===== src/rtl/alu_pkg.sv =====
// =============================================================================
// Module   : alu_pkg
// Brief    : ALU opcode encodings shared by the ALU control and execute stages.
// Revision : 1.0 - initial release
// =============================================================================
`default_nettype none

package alu_pkg;

    localparam logic [2:0] ALU_AND = 3'b000;
    localparam logic [2:0] ALU_OR  = 3'b001;
    localparam logic [2:0] ALU_ADD = 3'b010;
    localparam logic [2:0] ALU_SUB = 3'b110;
    localparam logic [2:0] ALU_SLT = 3'b111;

    function automatic logic is_arith(input logic [2:0] op);
        return (op == ALU_ADD) || (op == ALU_SUB);
    endfunction

endpackage

`default_nettype wire


===== src/rtl/alu_core.sv =====
// =============================================================================
// Module   : alu_core
// Brief    : Combinational ALU datapath producing result, zero and overflow.
// Revision : 1.0 - initial release
// =============================================================================
`default_nettype none

module alu_core
    import alu_pkg::*;
#(
    parameter int WIDTH = 32
) (
    input  logic [2:0]       i_op,
    input  logic [WIDTH-1:0] i_a,
    input  logic [WIDTH-1:0] i_b,
    output logic [WIDTH-1:0] o_result,
    output logic             o_zero,
    output logic             o_overflow
);

    localparam int c_MSB = WIDTH - 1;

    logic [WIDTH-1:0] w_sum;
    logic [WIDTH-1:0] w_diff;
    logic             w_lt;
    logic             w_add_ovf;
    logic             w_sub_ovf;

    assign w_sum  = i_a + i_b;
    assign w_diff = i_a - i_b;

    // Direct signed compare rather than the sign of w_diff, so SLT stays
    // correct when a-b overflows.
    assign w_lt = ($signed(i_a) < $signed(i_b));

    assign w_add_ovf = (i_a[c_MSB] == i_b[c_MSB]) && (w_sum[c_MSB]  != i_a[c_MSB]);
    assign w_sub_ovf = (i_a[c_MSB] != i_b[c_MSB]) && (w_diff[c_MSB] != i_a[c_MSB]);

    always_comb begin
        o_result   = '0;
        o_overflow = 1'b0;
        case (i_op)
            ALU_ADD: begin
                o_result   = w_sum;
                o_overflow = w_add_ovf;
            end
            ALU_SUB: begin
                o_result   = w_diff;
                o_overflow = w_sub_ovf;
            end
            ALU_AND: o_result = i_a & i_b;
            ALU_OR:  o_result = i_a | i_b;
            ALU_SLT: o_result = {{(WIDTH-1){1'b0}}, w_lt};
            default: begin
                o_result   = '0;
                o_overflow = 1'b0;
            end
        endcase
    end

    assign o_zero = (o_result == '0);

endmodule

`default_nettype wire


===== src/rtl/ex_alu_stage.sv =====
// =============================================================================
// Module   : ex_alu_stage
// Brief    : Registered execute-stage ALU with stall/flush and overflow counter.
// Revision : 1.0 - initial release
// =============================================================================
`default_nettype none

module ex_alu_stage
    import alu_pkg::*;
#(
    parameter int WIDTH     = 32,
    parameter int OVF_CNT_W = 8
) (
    input  logic                 CLK,
    input  logic                 RST,
    input  logic                 in_valid,
    input  logic [2:0]           ALU_control,
    input  logic [WIDTH-1:0]     op_a,
    input  logic [WIDTH-1:0]     op_b,
    input  logic                 stall,
    input  logic                 flush,
    output logic                 out_valid,
    output logic [WIDTH-1:0]     result,
    output logic                 zero,
    output logic                 overflow,
    output logic [OVF_CNT_W-1:0] ovf_count
);

    localparam logic [OVF_CNT_W-1:0] c_OVF_MAX = '1;

    logic [WIDTH-1:0]     w_result;
    logic                 w_zero;
    logic                 w_overflow;
    logic                 w_load;
    logic                 w_count;

    logic                 r_valid;
    logic [WIDTH-1:0]     r_result;
    logic                 r_zero;
    logic                 r_overflow;
    logic [OVF_CNT_W-1:0] r_ovf_count;

    alu_core #(
        .WIDTH (WIDTH)
    ) u_alu_core (
        .i_op       (ALU_control),
        .i_a        (op_a),
        .i_b        (op_b),
        .o_result   (w_result),
        .o_zero     (w_zero),
        .o_overflow (w_overflow)
    );

    assign w_load  = !flush && !stall;
    assign w_count = w_load && in_valid && w_overflow && (r_ovf_count != c_OVF_MAX);

    always_ff @(posedge CLK) begin
        if (RST) begin
            r_valid     <= 1'b0;
            r_result    <= '0;
            r_zero      <= 1'b0;
            r_overflow  <= 1'b0;
            r_ovf_count <= '0;
        end else begin
            if (flush) begin
                r_valid    <= 1'b0;
                r_result   <= '0;
                r_zero     <= 1'b0;
                r_overflow <= 1'b0;
            end else if (!stall) begin
                // An empty slot carries all-zero data, including the zero flag.
                r_valid    <= in_valid;
                r_result   <= in_valid ? w_result : '0;
                r_zero     <= in_valid && w_zero;
                r_overflow <= in_valid && w_overflow;
            end
            if (w_count) begin
                r_ovf_count <= r_ovf_count + 1'b1;
            end
        end
    end

    assign out_valid = r_valid;
    assign result    = r_result;
    assign zero      = r_zero;
    assign overflow  = r_overflow;
    assign ovf_count = r_ovf_count;

endmodule

`default_nettype wire


===== config.mk =====
export PLATFORM = sky130hd
export DESIGN_NAME = ex_alu_stage
export DESIGN_NICKNAME = d
export VERILOG_FILES = /design/src/rtl/alu_pkg.sv /design/src/rtl/alu_core.sv /design/src/rtl/ex_alu_stage.sv
export SDC_FILE = /design/constraint.sdc
export NUM_CORES = 1
export LEC_CHECK = 0
export ABC_AREA = 0
export BUFFER_PORTS_ARGS = -buffer_cell sky130_fd_sc_hd__buf_2
export CORE_MARGIN = 2
export CORE_UTILIZATION = 59
export DETAILED_ROUTE_END_ITERATION = 16
export PLACE_DENSITY = 0.91
export SLEW_MARGIN = 0
export SYNTH_ARGS = -nofsm -noshare
export SYNTH_HDL_FRONTEND = slang
export SYNTH_SLANG_ARGS = --single-unit

===== constraint.sdc =====
create_clock -name CLK -period 5.1 [get_ports CLK]
set_clock_uncertainty 0.1 [all_clocks]
set_input_delay 1.02 -clock CLK [delete_from_list [all_inputs] [get_ports CLK]]
set_output_delay 1.02 -clock CLK [all_outputs]
set_load 0.03 [all_outputs]

==> qor.csv <==
stage,metric,value,unit
status,status,"finished, final reports clean",
power_and_ir_drop,ir_drop,215,uV
clock_network,holdBufCountCts,0,
layout,fillers,1032,
critical_path,ff2ff_path_depth,6,
die,die_y,113,um
timing,grt_setup_unrepaired,false,
clock_network,cts-root-buf,clkbuf_16,
worst_hold_path,hp-start,overflow$_SDFFE_PP0N_,
route,post_drt_wl_per_cell,19.7,um
route,ant_nets,0,
route,routed.top_layer,met4,
place,post_dp_cell_area,7680,um^2
route,firstDrtPassIters,6,
layout,area_growth,10.7,%
layout,nets,1257,
layout,diodes,0,
clock_network,cts_setup_buffers,0,
route,via_count,8033,
place,io_buffers,114,
timing,worst_pin_slew,0.980,ns
critical_path,path_class,input pin to flip-flop,
global_route,grt_pass1_wl,37.6,mm
critical_path,endpoint_kind,flip-flop,
layout,drive_gt1_share,15.0,%
global_route,grt_max_degree,41,
critical_path,critPathLaunchType,input pin,
layout,stdcell_count,1215,
timing,fin_hold_ws,0.366,ns
synthesis,synth_edf_count,0,
worst_hold_path,worstHoldPathCells,2,
clock_network,cts_tree,yes,
die,core-area,11600,um^2
power_and_ir_drop,switchingPower,0.612,mW
global_route,antenna_found_initial,0,
place,place_ws,0.546,ns
die,io-pin-count,115,
global_route,grt_pass1_vias,7342,
route,drt-met1-wl,9.44,mm
worst_hold_path,hold_class,flip-flop to flip-flop,
critical_path,cpLargestDelayFamily,compound AO/OA/AOI/OAI gates,
timing,finalCritPeriodShare,85.2,%
flow_run,drv_cap,0,
global_route,track_usage,36.0,%
synthesis,synth_top_area_share,19.8,%
critical_path,cp_max_fo,5,
route,routed_wl,23.9,mm
timing,fmax,0.230,GHz
route,first_iter_violations,988,
power_and_ir_drop,power_leakage,3.71,nW
clock_network,cts_buffer_depth,2,
power_and_ir_drop,p_int,0.781,mW
power_and_ir_drop,combPwrFrac,51.9,%
clock_network,cts.sinks,43,
synthesis,synth_xor_area_share,3.10,%
synthesis,yosys.area_share.simple,21.4,%
critical_path,required,5.21,ns
synthesis,synth_compound_area_share,32.5,%
critical_path,arrival,4.45,ns
synthesis,syn_inst,994,
critical_path,reg2reg_slack,3.16,ns
die,die_area,12900,um^2
clock_network,htree_num_levels,2,
clock_network,cts-resized-gates,0,
synthesis,yosys.cell_types.count,81,
critical_path,worstReg2RegEnd,ovf_count[4]$_SDFFE_PP0P_,
timing,hold_viol_final,0,
route,wl_met2,10.8,mm
worst_hold_path,worstHoldEndpoint,overflow$_SDFFE_PP0N_,
timing,setup_viol,0,
timing,finalMaxSlewViolations,0,
critical_path,slowest_delay,0.51,ns
timing,maxSlewHeadroom,34.6,%
route,drcViolationCount,0,
synthesis,synthTopCellsByArea,"ha_1 (20%), dfxtp_1 (12%), nor2_1 (5.6%)",
clock_network,clkTransAtPathRegs,0.07,ns
synthesis,yosysSeqAreaShare,12.2,%
route,wl_met3,2.03,mm
critical_path,critical_path.slowest_cell,or4_1,
clock_network,numCtsBuffers,5,
global_route,grt-ovfl-total,0,
synthesis,yosys.area.top_type,ha_1,
timing,finalWorstPathRequiredPeriod,4.34,ns
power_and_ir_drop,switching_share,43.9,%
timing,finalSetupTns,0,ns
place,globalplace.congestion,1.07,
power_and_ir_drop,power,1.39,mW
place,dp_hpwl,18.8,mm
synthesis,synth_warnings,0,
timing,setup_ws,0.755,ns
synthesis,synth_fa_ha_area_share,20.4,%
place,dp_cells,1207,
die,core.rowCount,39,
synthesis,synth_top_family_by_area,compound AO/OA/AOI/OAI gates,
layout,final_cell_area,7830,um^2
synthesis,syn_avg_cell_area,7.12,um^2
synthesis,synth_mux_area_share,1.72,%
synthesis,synthArstFlopShare,0,%
die,start_util,61.2,%
synthesis,syn_nets,1180,
critical_path,path_buf_inv,1,
route,via_per_inst,6.61,
layout,post-route-util,67.7,%
critical_path,path_cells,"buf_2, ha_1, fa_1, a211oi_1, o21ai_1, a221oi_4, nor2_1, o31ai_1, xnor2_1, o22ai_1, or4_1, nor4_1, nand4b_1, o22ai_1",
critical_path,critical_path.most_common_cell,o22ai_1,
synthesis,synthFlopType,dfxtp_1,
power_and_ir_drop,p_clk_share,23.5,%
clock_network,clk_latency,0.29,ns
critical_path,reg2reg_from,ovf_count[2]$_SDFFE_PP0P_,
synthesis,netlist_area,7070,um^2
synthesis,ys_seq_elements,43,
power_and_ir_drop,seq_power_share,24.6,%
die,die_w,113,um
power_and_ir_drop,powerDensity,178,nW/um^2
==> worst max path at each step <==
stage	slack (ns)	endpoint	from	cells after the start
detailed placement	0.55	zero$_SDFFE_PP0N_	op_a[0]	14
CTS	0.83	zero$_SDFFE_PP0N_	op_a[0]	14
floorplan	1.05	zero$_SDFFE_PP0N_	op_a[0]	13
global route	0.54	zero$_SDFFE_PP0N_	op_a[0]	14
global placement	0.60	zero$_SDFFE_PP0N_	op_a[0]	14
finish	0.76	zero$_SDFFE_PP0N_	op_a[0]	14
==> layer usage <==
| metal | GRT usage (%) | vias to the layer above |
|---|---|---|
| li1 | - | 3739 |
| met1 | 45.8 | 3694 |
| met2 | 59.8 | 484 |
| met3 | 4.52 | 116 |
| met4 | 18.5 | 0 |
| met5 | 0 | - |
==> kinds of logic after synthesis <==
family / count (synthesis)
AOI/OAI and AO/OA: 334
buffers and inverters: 156
xor gates and xnor gates: 25
DFF: 43
and+or+nand+nor: 310
adders and majority gates: 114
muxes: 12
==> flip-flops by register name, indices dropped and copies added, names as in the netlist <==
signal,flops
ovf_count,8
out_valid,1
result,32
overflow,1
zero,1
==> placed cells by master (no fill, tap or decap), types with 17 or more instances in the layout <==
cell type  instances
a211oi_1          20
a21o_1            22
a21oi_1           79
a22oi_1           26
buf_2            114
dfxtp_1           43
ha_1             112
inv_1             95
nand2_1           61
nand3_1           25
nor2_1           106
nor3_1            27
o21ai_0           50
o22ai_1           17
xnor2_1           22
==> worst min-delay path, delay by kind of cell (launching register included) <==
family / cells / cell delay [ns]
DFF: 1 / 0.31
AOI/OAI and AO/OA: 1 / 0.05
and+or+nand+nor: 1 / 0.06
==> cell usage after synthesis, drive strengths merged, types with 4 or more instances <==
master / number
a221oi: 5
nand3: 25
nand2b: 10
or4: 6
a21oi: 79
o311ai: 6
or2: 4
nor2: 106
and3: 14
xnor2: 22
buf: 25
nor4: 9
ha: 112
inv: 95
or3: 6
a31oi: 9
o21ai: 55
nand3b: 4
nand2: 61
dfxtp: 43
nand4: 11
nor3: 28
o21bai: 10
mux2i: 11
a311oi: 7
a21o: 22
o31ai: 16
clkbuf: 34
a22oi: 26
a2111oi: 4
o211ai: 17
o22ai: 17
nor2b: 11
a211oi: 20
o221ai: 4
a31o: 4
and2: 6
==> cell type report <==
class | instances | area, um^2 | share of cell area (%)
clock buffer | 5 | 125 | 1.60
clock inverter | 3 | 23.8 | 0.304
inverter | 97 | 364 | 4.65
multi-input combinational | 795 | 5600 | 71.4
sequential | 43 | 861 | 11.0
tap | 143 | 179 | 2.28
timing repair buffer | 129 | 683 | 8.72
==> power by group through the flow <==
stage / registers [mW] / clock network [mW] / logic (mW)
finish: 0.343 / 0.327 / 0.723
global placement: 0.351 / 0 / 0.686
floorplan: 0.360 / 0 / 0.484
global route: 0.343 / 0.343 / 0.773
detailed placement: 0.351 / 0 / 0.692
CTS: 0.343 / 0.326 / 0.696
Power figures use the tool's default switching activity.
